[config.mk]
export PLATFORM = sky130hd
export DESIGN_NAME = mem_access_ctrl
export DESIGN_NICKNAME = d
export VERILOG_FILES = /design/src/rtl/mem_access_pkg.sv /design/src/rtl/load_extract.sv /design/src/rtl/mem_access_ctrl.sv
export SDC_FILE = /design/constraint.sdc
export NUM_CORES = 1
export LEC_CHECK = 0
export ABC_AREA = 1
export CORE_ASPECT_RATIO = 1.75
export CORE_MARGIN = 2
export CORE_UTILIZATION = 35
export DETAILED_ROUTE_END_ITERATION = 12
export DONT_BUFFER_PORTS = 1
export GPL_ROUTABILITY_DRIVEN = 0
export SLEW_MARGIN = 20
export SYNTH_ARGS = -nofsm -noshare
export SYNTH_HDL_FRONTEND = slang
export SYNTH_HIERARCHICAL = 1
export SYNTH_SLANG_ARGS = --single-unit
[constraint.sdc]
create_clock -name clk -period 6.1 [get_ports clk]
set_clock_uncertainty 0.1 [all_clocks]
set_input_delay 0.61 -clock clk [delete_from_list [all_inputs] [get_ports clk]]
set_output_delay 0.61 -clock clk [all_outputs]
set_load 0.01 [all_outputs]
[src/rtl/mem_access_pkg.sv]
// mem_access_pkg: size encodings, FSM state type and byte-enable lookup shared by the memory access controller.
package mem_access_pkg;
  localparam logic [1:0] SZ_BYTE = 2'd0;
  localparam logic [1:0] SZ_HALF = 2'd1;
  localparam logic [1:0] SZ_WORD = 2'd2;
  localparam logic [3:0] BE_BYTE    = 4'b0001;
  localparam logic [3:0] BE_HALF_LO = 4'b0011;
  localparam logic [3:0] BE_HALF_HI = 4'b1100;
  localparam logic [3:0] BE_WORD    = 4'b1111;
  typedef enum logic [1:0] {IDLE, REQ, RESP} state_t;
  function automatic logic [3:0] be_of(input logic [1:0] sz, input logic [1:0] lo);
    return sz == SZ_BYTE ? BE_BYTE << lo : sz == SZ_HALF ? (lo[1] ? BE_HALF_HI : BE_HALF_LO) : BE_WORD;
  endfunction
endpackage

[src/rtl/load_extract.sv]
// load_extract: selects the addressed byte/half lane of a read word and sign- or zero-extends it.
module load_extract import mem_access_pkg::*; (
  input  logic [31:0] data,
  input  logic [1:0]  addr_lo,
  input  logic [1:0]  size,
  input  logic        unsigned_ld,
  output logic [31:0] result
);
  logic [7:0]  b;
  logic [15:0] h;
  always_comb begin
    b = data[{addr_lo, 3'b000} +: 8];
    h = addr_lo[1] ? data[31:16] : data[15:0];
    result = size == SZ_BYTE ? {{24{~unsigned_ld & b[7]}}, b}
           : size == SZ_HALF ? {{16{~unsigned_ld & h[15]}}, h}
           : data;
  end
endmodule

[src/rtl/mem_access_ctrl.sv]
// mem_access_ctrl: single-outstanding load/store sequencer with lane steering and ack timeout.
// Define MISALIGN_TRAP_EN to trap misaligned half/word ops instead of force-aligning them.
module mem_access_ctrl import mem_access_pkg::*; #(
  parameter int ADDR_W  = 32,
  parameter int TIMEOUT = 15
) (
  input  logic              clk,
  input  logic              reset,
  input  logic              start,
  input  logic              is_store,
  input  logic [1:0]        size,
  input  logic              unsigned_ld,
  input  logic [ADDR_W-1:0] addr,
  input  logic [31:0]       wdata,
  output logic              busy,
  output logic              mem_req,
  output logic              mem_we,
  output logic [ADDR_W-1:0] mem_addr,
  output logic [3:0]        mem_be,
  output logic [31:0]       mem_wdata,
  input  logic [31:0]       mem_rdata,
  input  logic              mem_ack,
  output logic [31:0]       rdata,
  output logic              done,
  output logic              err
);
  localparam logic [7:0] T_LAST = 8'(TIMEOUT - 1);
  state_t      state;
  logic [7:0]  cnt;
  logic        st_q, uns_q, mis;
  logic [1:0]  sz_q, lo_q, sz_n, lo_n;
  logic [31:0] wd_n, ext;
  always_comb begin
    sz_n = size == 2'd3 ? SZ_WORD : size;
    lo_n = sz_n == SZ_BYTE ? addr[1:0] : sz_n == SZ_HALF ? {addr[1], 1'b0} : 2'b00;
    wd_n = sz_n == SZ_BYTE ? {4{wdata[7:0]}} : sz_n == SZ_HALF ? {2{wdata[15:0]}} : wdata;
`ifdef MISALIGN_TRAP_EN
    mis = (sz_n == SZ_HALF && addr[0]) || (sz_n == SZ_WORD && addr[1:0] != 2'b00);
`else
    mis = 1'b0;
`endif
  end
  load_extract u_ext (
    .data(mem_rdata), .addr_lo(lo_q), .size(sz_q), .unsigned_ld(uns_q), .result(ext)
  );
  always_ff @(posedge clk or posedge reset) begin
    if (reset) begin
      state <= IDLE;
      cnt <= '0;
      {busy, mem_req, mem_we, done, err, st_q, uns_q} <= '0;
      {sz_q, lo_q} <= '0;
      mem_addr <= '0;
      mem_be <= '0;
      mem_wdata <= '0;
      rdata <= '0;
    end else begin
      done <= 1'b0;
      err <= 1'b0;
      case (state)
        IDLE: if (start) begin
          st_q <= is_store;
          uns_q <= unsigned_ld;
          sz_q <= sz_n;
          lo_q <= lo_n;
          mem_addr <= {addr[ADDR_W-1:2], 2'b00};
          mem_be <= be_of(sz_n, lo_n);
          mem_wdata <= wd_n;
          cnt <= '0;
          busy <= 1'b1;
          state <= mis ? RESP : REQ;
          mem_req <= !mis;
          mem_we <= !mis && is_store;
          done <= mis;
          err <= mis;
        end
        REQ: if (mem_ack || cnt == T_LAST) begin
          // ack takes priority over a coincident timeout
          state <= RESP;
          mem_req <= 1'b0;
          mem_we <= 1'b0;
          done <= 1'b1;
          err <= !mem_ack;
          if (mem_ack && !st_q) rdata <= ext;
        end else cnt <= cnt + 8'd1;
        default: begin
          state <= IDLE;
          busy <= 1'b0;
        end
      endcase
    end
  end
endmodule

==> metrics.md <==
| Metric | Value |
|---|---|
| Status | `completed` |
| Simple-Gate Fraction of Synth Area | `a little under a third` |
| Final Hold Fails | `0` |
| Antenna-violating nets left | `0` |
| CTS tree | `yes` |
| Post-synth top cells | `nand2_1, dfrtp_1, inv_1` |
| Final core utilization | `approximately two fifths` |
| Number of enable flip-flop cells after synthesis | `0` |
| Relative slew margins | `between 40% and 50%` |
| RSZ-0062 raised after global routing | `no` |
| Share of Yosys cell area claimed by the top area cell type | `49.0%` |
| # clock sinks | `between 100 and 150` |
| Core Region | `around 0.017 mm²` |
| Tmin final | `between 2 and 2.5 ns` |
| Worst slack, placed | `between 3 and 4 ns` |
| Ant diodes | `0` |
| Largest net degree at the start of global routing | `85` |
| Top_reg_cell synth | `dfrtp_1` |
| Yosys warns | `6` |
| CTS max path bufs | `2` |
| Worst min-delay path class | `in -> async` |
| Post-Synth Adder-Cell Area | `less than 1%` |
| Top Ports | `209` |
| Synth Cell Area | `a little over 0.006 mm²` |
| Worst Path Arrival | `between 2 and 2.5 ns` |
| Synth Instances | `slightly above 800` |
| Initial Utilization | `between 30% and 40%` |
| Chip height | `178 µm` |
| Number of synthesized register bits | `119` |
| Compound-Gate Fraction of Synth Area | `8.25%` |
| Die W | `just over 100 µm` |
| Number of max-cap violations | `0` |
| Top-count cell post-synth | `nand2_1` |
| Vias | `around 4900` |
| Worst-skew pair later-pin latency | `a little over 0.4 ns` |
| Post_cts resized | `0` |
| Die area | `0.0185 mm²` |
| Post-Synth XOR/XNOR Area | `0%` |
| DR vias/cell | `around 4.7` |
| Max IR drop VDD | `0.000233 V` |
| DRT iter0 DRCs | `198` |
| Async SR Flop Fraction | `100%` |
| Post-CTS Setup Bufs | `0` |
| Wire length per cell | `between 15 and 20 µm` |
| Initial antenna violation count | `0` |
| Drt pass-1 iters | `6` |
| Largest family of logic cells by synthesized area | `simple AND/OR/NAND/NOR gates` |
| Total power | `~3.4 mW` |
| Finished Layout Cells | `~1100` |
| Total GRT Usage | `between 10% and 20%` |
| Achievable Freq | `467 MHz` |
| I/O Buffers | `0` |
| P_leak | `3.60 nW` |
| Worst Path Max Fanout | `24` |
| GRT overflow | `0` |
| DP Wirelength | `between 10 and 15 mm` |
| Distinct cells, synth | `36` |
| Drt total wl | `roughly 16 mm` |
| Share of the yosys chip area belonging to registers | `about 50%` |
| Final setup fails | `0` |
| Share of post-route cells with drive strength above 1 | `under 10%` |
| Root Driver | `clkbuf_16` |
| Setup CP Type | `reg -> reg` |
| Synth area leader | `dfrtp_1` |
| CTS clk-pin slew, worst paths | `around 0.06 ns` |
| Worst-Margin Slew | `0.896 ns` |
| Critical Path RT | `6.33 ns` |
| Worst Setup Start Kind | `flip-flop` |
| # H-tree levels | `4` |
| Crit path capture type | `flip-flop` |
| Mux contribution to synthesized area | `0%` |
| Top area cells in the synthesized netlist | `dfrtp_1, nand2_1, inv_1` |
| First-pass GRT wire length | `26.6 mm` |
| CTS buffer count | `17` |
| Cell Rows | `63` |
| Post-layout nets | `916` |
| Area Overhead vs Synth | `10.7%` |
| Drt drc | `0` |
| Sum Neg Setup Slack | `0 ns` |
| Slew Viols, Final | `0` |
| Setup ws final | `between 3 and 4 ns` |
| Final instance area | `0.00673 mm²` |
| Pwr per Cell Area | `roughly 500 mW/mm²` |
| Average cell area after synthesis | `7.37 µm²` |
| Placed Instance Area | `around 0.0062 mm²` |
| Hold_buf cts | `0` |
| Filler cell count | `about 1800` |
| Hold slack | `just under 0.05 ns` |
| Final period util | `a little over a third` |
| Placed cells | `~1000` |
| Vias in the first global route | `around 5000` |
[metal layers]
metal,global-route usage (%),share of wire [%],vias up
met5,0,0,-
met4,9.97,4.0,0
met3,5.77,6.1,31
met2,33.4,52,184
met1,19.4,38,2228
li1,-,-,2484
[registers in the layout, summed over array words and instances (netlist names)]
name	cells
mem_we	1
uns_q	1
mem_req	1
done	1
state	2
lo_q	2
sz_q	2
cnt	8
err	1
rdata	32
mem_be	4
mem_wdata	32
busy	1
mem_addr	30
st_q	1
[cells in the final DEF, fill, tap and decap left out]
cell        Yosys  layout
clkbuf_8        0       2
ha_1            2       2
nand3_4         1       2
nor2_4          2       2
nand3_2         1       1
nand2_2         6       6
inv_2           8       8
or2_0           1       1
o21a_1          1       1
inv_4           1       2
buf_4          10       4
nor2_8          2       2
clkinvlp_4      0       6
clkinv_2        0       1
or2_1           1       1
nor3_1          1       1
inv_6           0       2
nor2_1         47      47
nand4_4         1       1
nand4_1         2       2
nand2_1       345     345
clkbuf_16       0      17
dfrtp_1       119     119
bufinv_16       0       1
a22oi_1         1       1
o21bai_1        1       1
o21ai_1        52      52
nand2_4         1       1
inv_1         100      99
o21ai_0         6       6
a21oi_1        26      26
a31oi_1         8       8
clkinv_4        0       3
nor2_2          2       2
conb_1          1       2
clkinv_1        1       1
nand3_1        45      44
a22o_1          1       1
[power by group]
part           total [mW]  internal (mW)  leakage (nW)  switching [mW]
sequential           1.55           1.11          1.47           0.442
clock               0.970          0.585         0.264           0.385
combinational       0.873          0.316          1.87           0.556
[area by class of cell]
type | instances | area, µm² | area share, %
clock buffer | 19 | 453 | 6.73
sequential | 119 | 2980 | 44.2
multi-input combinational | 558 | 2450 | 36.3
clock inverter | 13 | 124 | 1.84
inverter | 110 | 418 | 6.21
tap | 227 | 284 | 4.22
timing repair buffer | 4 | 30.0 | 0.446
[critical path, stage by stage (launching register included)]
cell and delay, ns:
dfrtp_1 0.54, inv_1 0.40, nand2_1 0.14, nand3_1 0.17, nand4_4 0.36, nand2_1 0.17, inv_1 0.05, o21ai_1 0.13
[final timing paths]
kind	start	to	slack (ns)	depth (start not counted)
min in group clk	addr[11]	mem_addr[11]$_DFFE_PP0P_	0.20	2
worst max-delay path	lo_q[1]$_DFFE_PP0P_	rdata[31]$_DFFE_PP0P_	3.96	7
worst min register to register	uns_q$_DFFE_PP0P_	uns_q$_DFFE_PP0P_	0.38	2
worst min-delay path	reset	mem_addr[14]$_DFFE_PP0P_	0.05	1
max in group asynchronous	reset	rdata[0]$_DFFE_PP0P_	4.49	2
worst max register to register	lo_q[1]$_DFFE_PP0P_	rdata[31]$_DFFE_PP0P_	3.96	7
[logic make-up (layout without fill, tap and decap cells)]
group,count (synthesis),in the layout
compound gates,96,96
fa+ha+maj,2,2
buf+inv,149,146
flops,119,119
other cells,1,2
simple gates,458,458
(Power assumes the default switching activity.)
